==> config.mk <==
export PLATFORM = sky130hd
export DESIGN_NAME = single_port_ram
export DESIGN_NICKNAME = d
export VERILOG_FILES = /design/src/rtl/single_port_ram.sv
export SDC_FILE = /design/constraint.sdc
export NUM_CORES = 1
export LEC_CHECK = 0
export ABC_AREA = 0
export CAP_MARGIN = 10
export CORE_MARGIN = 8
export CORE_UTILIZATION = 50
export CTS_CLUSTER_SIZE = 28
export DETAILED_ROUTE_END_ITERATION = 7
export HOLD_SLACK_MARGIN = 0.02
export PLACE_DENSITY = 0.7
export SLEW_MARGIN = 25
export SYNTH_ARGS = -nofsm -noshare
export SYNTH_HDL_FRONTEND = slang
export SYNTH_SLANG_ARGS = --single-unit
==> constraint.sdc <==
create_clock -name clk -period 7.3 [get_ports clk]
set_input_delay 1.825 -clock clk [delete_from_list [all_inputs] [get_ports clk]]
set_output_delay 1.825 -clock clk [all_outputs]
set_load 0.005 [all_outputs]
==> src/rtl/single_port_ram.sv <==
// Single-port RAM, registered read address, write-first, self-clearing after reset.
// Optional parity storage/check enabled by defining SINGLE_PORT_RAM_PARITY_EN.
module single_port_ram #(
  parameter int DATA_WIDTH = 8,
  parameter int ADDR_WIDTH = 6,
  parameter int DEPTH      = 64
) (
  input  logic                  clk,
  input  logic                  rst,
  input  logic [DATA_WIDTH-1:0] data,
  input  logic [ADDR_WIDTH-1:0] addr,
  input  logic                  we,
`ifdef SINGLE_PORT_RAM_PARITY_EN
  input  logic                  err_inject,
  output logic                  parity_err,
`endif
  output logic [DATA_WIDTH-1:0] q,
  output logic                  busy
);

  localparam int IDX_W = (DEPTH > 1) ? $clog2(DEPTH) : 1;
`ifdef SINGLE_PORT_RAM_PARITY_EN
  localparam int WORD_W = DATA_WIDTH + 1;
`else
  localparam int WORD_W = DATA_WIDTH;
`endif
  localparam logic [ADDR_WIDTH:0] DEPTH_EXT = (ADDR_WIDTH + 1)'(DEPTH);
  localparam logic [IDX_W-1:0]    LAST_IDX  = IDX_W'(DEPTH - 1);

  logic [WORD_W-1:0]     mem [DEPTH];
  logic [ADDR_WIDTH-1:0] addr_q, addr_d;
  logic [IDX_W-1:0]      clrPtr_q, clrPtr_d;
  logic                  busy_q, busy_d;
  logic                  memWe;
  logic [IDX_W-1:0]      memIdx;
  logic [WORD_W-1:0]     memWdata;
  logic [WORD_W-1:0]     wrWord;
  logic [WORD_W-1:0]     rdWord;
  logic                  wrInRange;
  logic                  rdInRange;
  logic                  rdMasked;

  assign wrInRange = {1'b0, addr} < DEPTH_EXT;
  assign rdInRange = {1'b0, addr_q} < DEPTH_EXT;

`ifdef SINGLE_PORT_RAM_PARITY_EN
  assign wrWord = {(^data) ^ err_inject, data};
`else
  assign wrWord = data;
`endif

  // One shared write port: the clear sweep owns it while busy, user writes otherwise.
  always_comb begin
    addr_d   = addr;
    clrPtr_d = clrPtr_q;
    busy_d   = busy_q;
    memWe    = 1'b0;
    memIdx   = addr[IDX_W-1:0];
    memWdata = wrWord;
    if (rst) begin
      addr_d   = '0;
      clrPtr_d = '0;
      busy_d   = 1'b1;
    end else if (busy_q) begin
      memWe    = 1'b1;
      memIdx   = clrPtr_q;
      memWdata = '0;
      clrPtr_d = clrPtr_q + 1'b1;
      if (clrPtr_q == LAST_IDX) begin
        busy_d = 1'b0;
      end
    end else if (we && wrInRange) begin
      memWe = 1'b1;
    end
  end

  always_ff @(posedge clk) begin
    addr_q   <= addr_d;
    clrPtr_q <= clrPtr_d;
    busy_q   <= busy_d;
  end

  always_ff @(posedge clk) begin
    if (memWe) begin
      mem[memIdx] <= memWdata;
    end
  end

  // Reading through the registered address makes a same-edge write visible immediately.
  assign rdWord   = mem[addr_q[IDX_W-1:0]];
  assign rdMasked = busy_q || !rdInRange;
  assign q        = rdMasked ? '0 : rdWord[DATA_WIDTH-1:0];
  assign busy     = busy_q;

`ifdef SINGLE_PORT_RAM_PARITY_EN
  assign parity_err = rdMasked ? 1'b0 : ^rdWord;
`endif

endmodule

==> results.json <==
{
  "status": "completed",
  "place_inst": 1515,
  "critPathArrivalTime_ns": 3.83,
  "core_region_area_um2": 40700,
  "antenna_left": 0,
  "yosysUniqueCellTypes": 44,
  "fmax_ghz": 0.177,
  "portBuffers": 25,
  "wl_um": 45200,
  "fp.dieH_um": 219,
  "critPathKind": "register to output port",
  "ys_warn_count": 0,
  "grt_pass1_vias": 10100,
  "whs_ns": 0.540,
  "die_x_um": 219,
  "r2r_start": "busy",
  "grt.overflow.total": 0,
  "place_area_um2": 21300,
  "wl_per_cell_um": 28.2,
  "grt_start_max_net_pins": 68,
  "io_pins": 26,
  "async_flop_share": 0,
  "synth_area_um2": 20600,
  "max_stage_delay_ns": 0.85,
  "hp-class": "register to register",
  "cts_made_buffers": 51,
  "clock_sinks": 525,
  "syn-mean-instance-area_um2": 20.7,
  "syn2layout_area_growth_pct": 12.2,
  "fillers": 2956,
  "fin_ws_ns": 1.64,
  "grt_usage": 0.191,
  "cts.repair.resized": 0,
  "drc": 0,
  "synth_fp_nets": 1010,
  "layout_common_cells": "edfxtp_1, mux4_2, nor2_1, clkbuf_16, nand2_1",
  "root_buffer": "clkbuf_16",
  "tightest_slew_ns": 0.897,
  "first_pass_iters": 5,
  "synth_area_leaders": "edfxtp_1, mux4_2, mux4_1, nor2_1, dfxtp_1",
  "tns_ns": 0,
  "synth_largest_area_cell": "edfxtp_1",
  "setup_viol": 0,
  "finalCriticalPeriod_ns": 5.66,
  "drt_iter0_markers": 1203,
  "vias": 10100,
  "powerDensity_nw_per_um2": 277,
  "hold_viol": 0,
  "die_area_um2": 47900,
  "instances_no_fill": 1605,
  "cp_data_required_time_ns": 5.48,
  "cts_max_level": 2,
  "final_core_util": 0.566,
  "cts_hold_buf": 0,
  "via_per_inst": 6.30,
  "syn_inst": 992,
  "cts_setup_buffers": 0,
  "post-place-ws_ns": 2.06,
  "hold_start": "clrPtr_q[0]",
  "ys.flop_type": "edfxtp_1",
  "final_area_um2": 23100,
  "synth-edff-count": 512,
  "cap_viol_max_count": 0,
  "synth_seq_cells": 525,
  "slew_violations": 0,
  "cp_slowest_cell": "dfxtp_4",
  "dp_hpwl_um": 27600,
  "path_cells": "buf_4 -> mux4_2 -> mux2i_1 -> a211oi_1 -> a32o_1 -> clkdlybuf4s50_1",
  "fin_worst_skew_ns": 0.0152,
  "drive_gt1_frac": 0.203,
  "gp_congestion": 0.842,
  "post-route-period-util": 0.775,
  "p_total_mw": 6.38,
  "critPathLaunchType": "register",
  "final_common_cell": "edfxtp_1",
  "initial_core_util": 0.505,
  "clk_pin_slew_ns": 0.06,
  "rsz0062_at_grt": "no",
  "fin_nets": 1054,
  "seq_area_frac_synth": 0.761,
  "antennaDiodeCount": 0,
  "endpoint_kind": "output port",
  "grt_pass1_wl_um": 67400,
  "cts_tree": "done",
  "synth_top_area_share": 0.748,
  "clk-insertion-delay-late_ns": 0.59,
  "relSlewSlack": 0.400,
  "path_max_fanout": 38,
  "row_count": 74,
  "peakVddDrop_mv": 0.204,
  "grt_antenna_before_repair": 0,
  "leakage_nw": 7.10,
  "clk_path_buf_depth": 3
}
[cells in the mapped netlist (2+ instances only)]
master	instances
mux2_2	5
a211oi_1	7
o21ai_0	16
nand2b_1	13
or3_1	2
nor3_1	5
edfxtp_1	512
a32o_1	2
buf_6	8
nand3_1	12
o22ai_1	19
nor2_1	83
buf_1	2
a22oi_1	19
mux4_1	17
o221ai_1	2
nand3b_1	5
and2_1	10
nand2_1	31
clkbuf_4	2
xor2_1	3
nand4_1	2
nor4_1	2
o31ai_1	2
mux4_2	111
buf_2	16
a22o_1	5
a21oi_1	6
buf_4	7
mux2i_1	18
clkbuf_1	12
nor2b_1	12
dfxtp_1	13
[routing by layer]
layer,GRT usage,wire length [um],part of all wire,vias to the layer above
li1,-,-,-,4199
met5,0,0,0,-
met2,0.288,21000,0.46,512
met3,0.0380,3980,0.088,72
met1,0.284,19300,0.43,5323
met4,0.0543,954,0.021,0
[worst paths after layout]
kind,endpoint,slack [ns],depth (start not counted)
min reg2reg,clrPtr_q[0],0.54,2
max,q[5],1.64,6
min,clrPtr_q[0],0.54,2
max reg2reg,mem[49][1],3.96,4
[worst max-delay path: cells and delay by family, from the launching register on]
family | cells | cell delay, ns
multiplexers | 2 | 0.88
flip-flops | 1 | 0.85
buffers and inverters | 2 | 0.92
AO/OA/AOI/OAI | 2 | 0.58
[where the power goes]
group | internal, mW | switching (mW) | total (mW)
clock network | 1.68 | 1.09 | 2.77
registers | 3.32 | 0.0208 | 3.34
logic | 0.104 | 0.171 | 0.275
[kinds of logic (layout without fill, tap and decap cells)]
group | Yosys count | after routing | synth area share
flops | 525 | 525 | 0.761
simple gates | 181 | 181 | 0.0407
mux | 151 | 151 | 0.155
compound gates | 83 | 83 | 0.0272
buf+inv | 48 | 129 | 0.0147
xor+xnor | 3 | 3 | 0.00128
fa+ha+maj | 1 | 1 | 0.000609
[flip-flops by register name, summed over array words and instances (netlist names), named ones only]
name,flops
busy,1
clrPtr_q,6
mem,512
[final cells by class]
cell class / instances / area, um^2 / area share
sequential: 525 / 15600 / 0.678
multi-input combinational: 419 / 4630 / 0.201
clock buffer: 66 / 1380 / 0.0596
tap: 532 / 666 / 0.0289
timing repair buffer: 39 / 380 / 0.0165
clock inverter: 24 / 370 / 0.0161
No activity file was read; power rests on OpenSTA's default activity.
